File: config.mk
export PLATFORM = sky130hd
export DESIGN_NAME = elevator_sequencer_flat
export DESIGN_NICKNAME = d
export VERILOG_FILES = /design/src/rtl/elevator_sequencer_if.sv /design/src/rtl/elevator_sequencer.sv /design/src/flat_wrapper.sv
export SDC_FILE = /design/constraint.sdc
export NUM_CORES = 1
export LEC_CHECK = 0
export ABC_AREA = 0
export ABC_CLOCK_PERIOD_IN_PS = 1900
export CORE_MARGIN = 2
export CORE_UTILIZATION = 45
export CTS_BUF_LIST = sky130_fd_sc_hd__clkbuf_4
export DETAILED_ROUTE_END_ITERATION = 10
export PLACE_DENSITY = 0.84
export SKIP_CTS_REPAIR_TIMING = 1
export SYNTH_ARGS = -nofsm -noshare
export SYNTH_HDL_FRONTEND = slang
export SYNTH_SLANG_ARGS = --single-unit
File: constraint.sdc
create_clock -name CP -period 1.9 [get_ports CP]
set_input_delay 0.57 -clock CP [delete_from_list [all_inputs] [get_ports CP]]
set_output_delay 0.57 -clock CP [all_outputs]
set_load 0.02 [all_outputs]
File: src/rtl/elevator_sequencer_if.sv
// Request, timer-handshake and status bundle between the car-motion
// sequencer and its surroundings (call buttons, run/door timers, display).
interface elevator_sequencer_if #(
  parameter int NFLOOR = 4,
  parameter int FW     = 2
);
  logic [NFLOOR-1:0] req;
  logic              endRun;
  logic              endOpen;
  logic              mv2nxt;
  logic              opendoor;
  logic [FW-1:0]     floor;
  logic              dir;
  logic [NFLOOR-1:0] pending;
  logic              busy;

  // Sequencer side: consumes calls and timer replies, drives commands/status
  modport master (
    input  req, endRun, endOpen,
    output mv2nxt, opendoor, floor, dir, pending, busy
  );

  // Environment side: call buttons, timers and display logic
  modport slave (
    output req, endRun, endOpen,
    input  mv2nxt, opendoor, floor, dir, pending, busy
  );
endinterface

File: src/rtl/elevator_sequencer.sv
// Car-motion sequencer for a small elevator. Latches floor calls, serves them
// in SCAN order (keep going while work lies ahead, reverse only from rest),
// and initiates the run-timer and door-timer handshakes one floor at a time.
// Every output comes straight from a register.
module elevator_sequencer #(
  parameter int NFLOOR      = 4,
  parameter int FW          = 2,
  parameter int RESET_FLOOR = 0
) (
  input logic                  CP,
  input logic                  nCR,
  elevator_sequencer_if.master bus
);

  typedef enum logic [2:0] {
    IDLE,
    RUN,
    STOP,
    OPEN,
    GAP
  } state_t;

  state_t            state;
  state_t            state_next;
  logic [NFLOOR-1:0] pending_q;
  logic [NFLOOR-1:0] pending_next;
  logic [FW-1:0]     floor_q;
  logic [FW-1:0]     floor_next;
  logic              dir_q;
  logic              dir_next;
  logic              mv_q;
  logic              mv_next;
  logic              od_q;
  logic              od_next;
  logic              busy_q;
  logic              above;
  logic              below;
  logic              here;
  logic              ahead;
  logic              behind;

  // Classify latched calls relative to the car: above it, below it, or at it
  always_comb begin
    above = 1'b0;
    below = 1'b0;
    for (int i = 0; i < NFLOOR; i++) begin
      if (pending_q[i] && (i > int'(floor_q))) above = 1'b1;
      if (pending_q[i] && (i < int'(floor_q))) below = 1'b1;
    end
    here   = pending_q[floor_q];
    ahead  = dir_q ? above : below;
    behind = dir_q ? below : above;
  end

  // Next state, floor, direction and command levels; commands default low so
  // the STOP and GAP cycles give each timer a visible low phase
  always_comb begin
    state_next = state;
    floor_next = floor_q;
    dir_next   = dir_q;
    mv_next    = 1'b0;
    od_next    = 1'b0;
    case (state)
      IDLE: begin
        if (here) begin
          state_next = OPEN;
          od_next    = 1'b1;
        end else if (ahead) begin
          state_next = RUN;
          mv_next    = 1'b1;
        end else if (behind) begin
          state_next = RUN;
          mv_next    = 1'b1;
          dir_next   = ~dir_q;
        end
      end
      RUN: begin
        if (bus.endRun) begin
          state_next = STOP;
          floor_next = dir_q ? (floor_q + FW'(1)) : (floor_q - FW'(1));
        end else begin
          mv_next = 1'b1;
        end
      end
      STOP: begin
        if (here) begin
          state_next = OPEN;
          od_next    = 1'b1;
        end else if (ahead) begin
          state_next = RUN;
          mv_next    = 1'b1;
        end else begin
          state_next = IDLE;
        end
      end
      OPEN: begin
        if (bus.endOpen) begin
          state_next = GAP;
        end else begin
          od_next = 1'b1;
        end
      end
      GAP: begin
        state_next = IDLE;
      end
      default: begin
        state_next = IDLE;
      end
    endcase
  end

  // Accumulate calls; the current floor's call is swallowed while the door is open
  always_comb begin
    pending_next = pending_q | bus.req;
    if ((state == OPEN) || (state_next == OPEN)) pending_next[floor_q] = 1'b0;
  end

  // State and output registers; reset drops both commands immediately
  always_ff @(posedge CP or negedge nCR) begin
    if (!nCR) begin
      state     <= IDLE;
      floor_q   <= FW'(RESET_FLOOR);
      dir_q     <= 1'b1;
      mv_q      <= 1'b0;
      od_q      <= 1'b0;
      pending_q <= '0;
      busy_q    <= 1'b0;
    end else begin
      state     <= state_next;
      floor_q   <= floor_next;
      dir_q     <= dir_next;
      mv_q      <= mv_next;
      od_q      <= od_next;
      pending_q <= pending_next;
      busy_q    <= (state_next != IDLE);
    end
  end

  assign bus.mv2nxt   = mv_q;
  assign bus.opendoor = od_q;
  assign bus.floor    = floor_q;
  assign bus.dir      = dir_q;
  assign bus.pending  = pending_q;
  assign bus.busy     = busy_q;

endmodule

File: src/flat_wrapper.sv
// flat-port wrapper written by rule: the top's interface ports become plain ports
module elevator_sequencer_flat 
#(
  parameter int NFLOOR      = 4,
  parameter int FW          = 2,
  parameter int RESET_FLOOR = 0
)
  (CP, nCR, bus_req, bus_endRun, bus_endOpen, bus_mv2nxt, bus_opendoor, bus_floor, bus_dir, bus_pending, bus_busy);
  elevator_sequencer_if #(.NFLOOR(NFLOOR), .FW(FW)) bus_i ();
  input logic CP;
  input logic nCR;
  input wire logic [$bits(bus_i.req)-1:0] bus_req;
  input wire logic [$bits(bus_i.endRun)-1:0] bus_endRun;
  input wire logic [$bits(bus_i.endOpen)-1:0] bus_endOpen;
  output wire logic [$bits(bus_i.mv2nxt)-1:0] bus_mv2nxt;
  output wire logic [$bits(bus_i.opendoor)-1:0] bus_opendoor;
  output wire logic [$bits(bus_i.floor)-1:0] bus_floor;
  output wire logic [$bits(bus_i.dir)-1:0] bus_dir;
  output wire logic [$bits(bus_i.pending)-1:0] bus_pending;
  output wire logic [$bits(bus_i.busy)-1:0] bus_busy;
  assign bus_i.req = bus_req;
  assign bus_i.endRun = bus_endRun;
  assign bus_i.endOpen = bus_endOpen;
  assign bus_mv2nxt = bus_i.mv2nxt;
  assign bus_opendoor = bus_i.opendoor;
  assign bus_floor = bus_i.floor;
  assign bus_dir = bus_i.dir;
  assign bus_pending = bus_i.pending;
  assign bus_busy = bus_i.busy;
  elevator_sequencer #(.NFLOOR(NFLOOR), .FW(FW), .RESET_FLOOR(RESET_FLOOR)) u_core (.CP(CP), .nCR(nCR), .bus(bus_i));
endmodule
==> flow_summary.toml <==
[sta]
clock.fmax_mhz = 557
period_needed_ns = 1.80
holdWs_ns = 0.550
rsz0062_at_grt = "false"
relSlewSlack_pct = 73.2
post-route-worst-setup-slack_ns = 0.104
fin_skew_ns = 0.00268
finalCritPeriodShare_pct = 94.5
worstMarginPinSlew_ns = 0.402
hold_viol_final = 0
drv_slew = 0
finalSetupViolations = 0

[cts]
htreeDepth = 1
clk_latency_ns = 0.28
clock_path_buffers = 2
cts_root_buffer = "clkbuf_4"
clock_sinks = 13
numCtsBuffers = 3
cts_tree = "done"
clk_transition_reported_paths_ns = 0.08

[logic_synthesis]
synth_edf_count = 0
netlist.area_leader.share_pct = 38.3
synthCells = 81
syn_avg_cell_area_um2 = 9.69
syn_area_um2 = 785
synth_seq_cells = 13
seq_area_frac_synth_pct = 41.6
synthArstFlopShare_pct = 100
synth_top_flop_cell = "dfrtp_1"
synthDistinctLibCells = 34
syn_nets = 95
synth_area_leaders = "dfrtp_1 (38%), ha_1 (9.6%), a21oi_1 (4.5%)"
synth_top_area_cell = "dfrtp_1"
yosysWarningCount = 0

[placed_design]
dp_hpwl_um = 1310
dp_slack_ns = 0.120
portBuffers = 17
gp_congestion = 0.819
place_area_mm2 = 0.00100

[detailed_routing]
ant_nets = 0
route.met3.wl_um = 90
dr.pass1.iters = 4
top_layer = "met4"
vias_per_cell = 5.70
via_count = 701
drc = 0
met1Wirelength_um = 760
totalWireLength_um = 1760
wire_per_inst_um = 14.3
drt_iter0_drc = 32
wl_met2_um = 851

[setup_path]
slowest_delay_ns = 0.44
crit_chain = "inv_1 > ha_1 > nor2_1 > a221o_1 > o31ai_1 > nand3_1"
rrSetupSlack_ns = 0.10
crit_type = "reg -> reg"
critPathSlowestCell = "dfrtp_1"
crit_end = "u_core.state[0]"
r2r-end = "u_core.state[0]"
cp_data_required_time_ns = 2.04
crit_fanout = 6
endpoint_kind = "register"
timing.rr.start = "u_core.bus.floor[0]"
crit_buf_inv = 1
startpoint = "u_core.bus.floor[0]"
startpoint_type = "register"
crit_arrival_ns = 1.94
crit_cells = 6
reg2reg_depth = 6
crit_family = "compound AO/OA/AOI/OAI gates"

[floorplanning]
start_util_pct = 46.4
rows = 15
core-area_mm2 = 0.00169
pin_count = 18
dieArea_mm2 = 0.00209
die_width_um = 45.8
die_h_um = 45.8

[cells_and_area]
fin_nets = 121
stdcell_area_mm2 = 0.00105
utilization_pct = 62.3
final_layout_size_suffix_gt1_share_pct = 15.1
nFillCells = 131
diodes = 0
area_delta_synth_final_pct = 34.1

[pwr]
total_power_mw = 1.75
power_switching_mw = 0.781
combPwrFrac_pct = 58.8
cellLeakagePower_nw = 0.494
cellPowerDensity_mw_per_mm2 = 1660
power.internal_mw = 0.969
ir_worst_vdd_uv = 763
clock_power_share_pct = 10.9
p_seq_share_pct = 30.3
switching_share_pct = 44.6

[hold_path]
hp-class = "in -> async"

[outcome]
status = "finished clean"

[run]
maxCapViolCount = 0

[grt]
grt_pass1_vias = 627
grt_pass1_wl_um = 2700
grt-ovfl-total = 0
grt_usage_pct = 18.6
grt_start_max_net_pins = 12
grt_antenna_before_repair = 0
cells by family after synthesis:
logic type	count (synthesis)	synth area share, %
muxes	3	5.42
AOI/OAI and AO/OA	20	16.7
adders and majority gates	6	9.57
xor gates and xnor gates	2	2.23
and+or+nand+nor	31	20.4
DFF	13	41.6
buffers and inverters	6	3.99
area by class of cell:
class / count / area, µm² / share of cell area (%)
Inverter: 4 / 15.0 / 1.43
Clock buffer: 4 / 30.0 / 2.85
Sequential cell: 13 / 327 / 31.0
Timing Repair Buffer: 23 / 233 / 22.1
Multi-Input combinational cell: 62 / 427 / 40.5
Tap cell: 17 / 21.3 / 2.02
cells in the final DEF (no fill, tap or decap), types with 4 or more instances in the layout:
cell type        count
clkbuf_4             4
nand2_1              6
a21oi_1              7
clkdlybuf4s50_1     10
dfrtp_1             12
dlymetal6s2s_1       7
inv_1                4
ha_1                 6
nor2_1               9
buf_4                6
synthesized netlist by cell type (all sizes together) (2+ instances only):
| library cell | n |
|---|---|
| nor3b | 2 |
| nor2 | 9 |
| buf | 2 |
| a21oi | 8 |
| xnor2 | 2 |
| inv | 4 |
| nand2b | 4 |
| mux2i | 2 |
| o21ai | 3 |
| or2 | 2 |
| dfrtp | 12 |
| nor3 | 2 |
| ha | 6 |
| nor2b | 2 |
| nand2 | 6 |
worst min path at each step:
stage                    start                     to  slack (ns)  depth (start not counted)
6_report                   nCR  u_core.bus.pending[0]        0.55                          1
3_3_place_gp   u_core.state[2]    u_core.bus.opendoor        0.55                          1
2_1_floorplan              nCR        u_core.bus.busy        0.27                          0
3_5_place_dp   u_core.state[2]    u_core.bus.opendoor        0.56                          1
5_1_grt                    nCR  u_core.bus.pending[0]        0.56                          1
4_1_cts                    nCR  u_core.bus.pending[0]        0.55                          1
stage by stage:
step,std cells,setup TNS [ns]
final,123,0
after global routing,123,0
after CTS,123,-0.267
after detailed placement,119,0
after global placement,119,0
after floorplan,81,0
power groups by stage:
stage	Combinational [mW]	Clock, mW	Sequential [mW]
floorplan	0.609	0	0.596
global placement	1.00	0	0.532
detailed placement	1.03	0	0.533
CTS	1.03	0.199	0.529
global route	1.13	0.208	0.546
finish	1.03	0.191	0.530
state kept, by name, indices dropped and copies added, names as in the netlist:
name                 count
u_core.state             3
u_core.bus.mv2nxt        1
u_core.bus.dir           1
u_core.bus.busy          1
u_core.bus.pending       4
u_core.bus.opendoor      1
u_core.bus.floor         2
routing by layer:
metal,GRT usage [%],up-vias
met5,0,-
met4,13.7,0
met3,2.38,7
met2,28.5,25
met1,23.9,331
li1,-,338
Power figures use the tool's default switching activity.
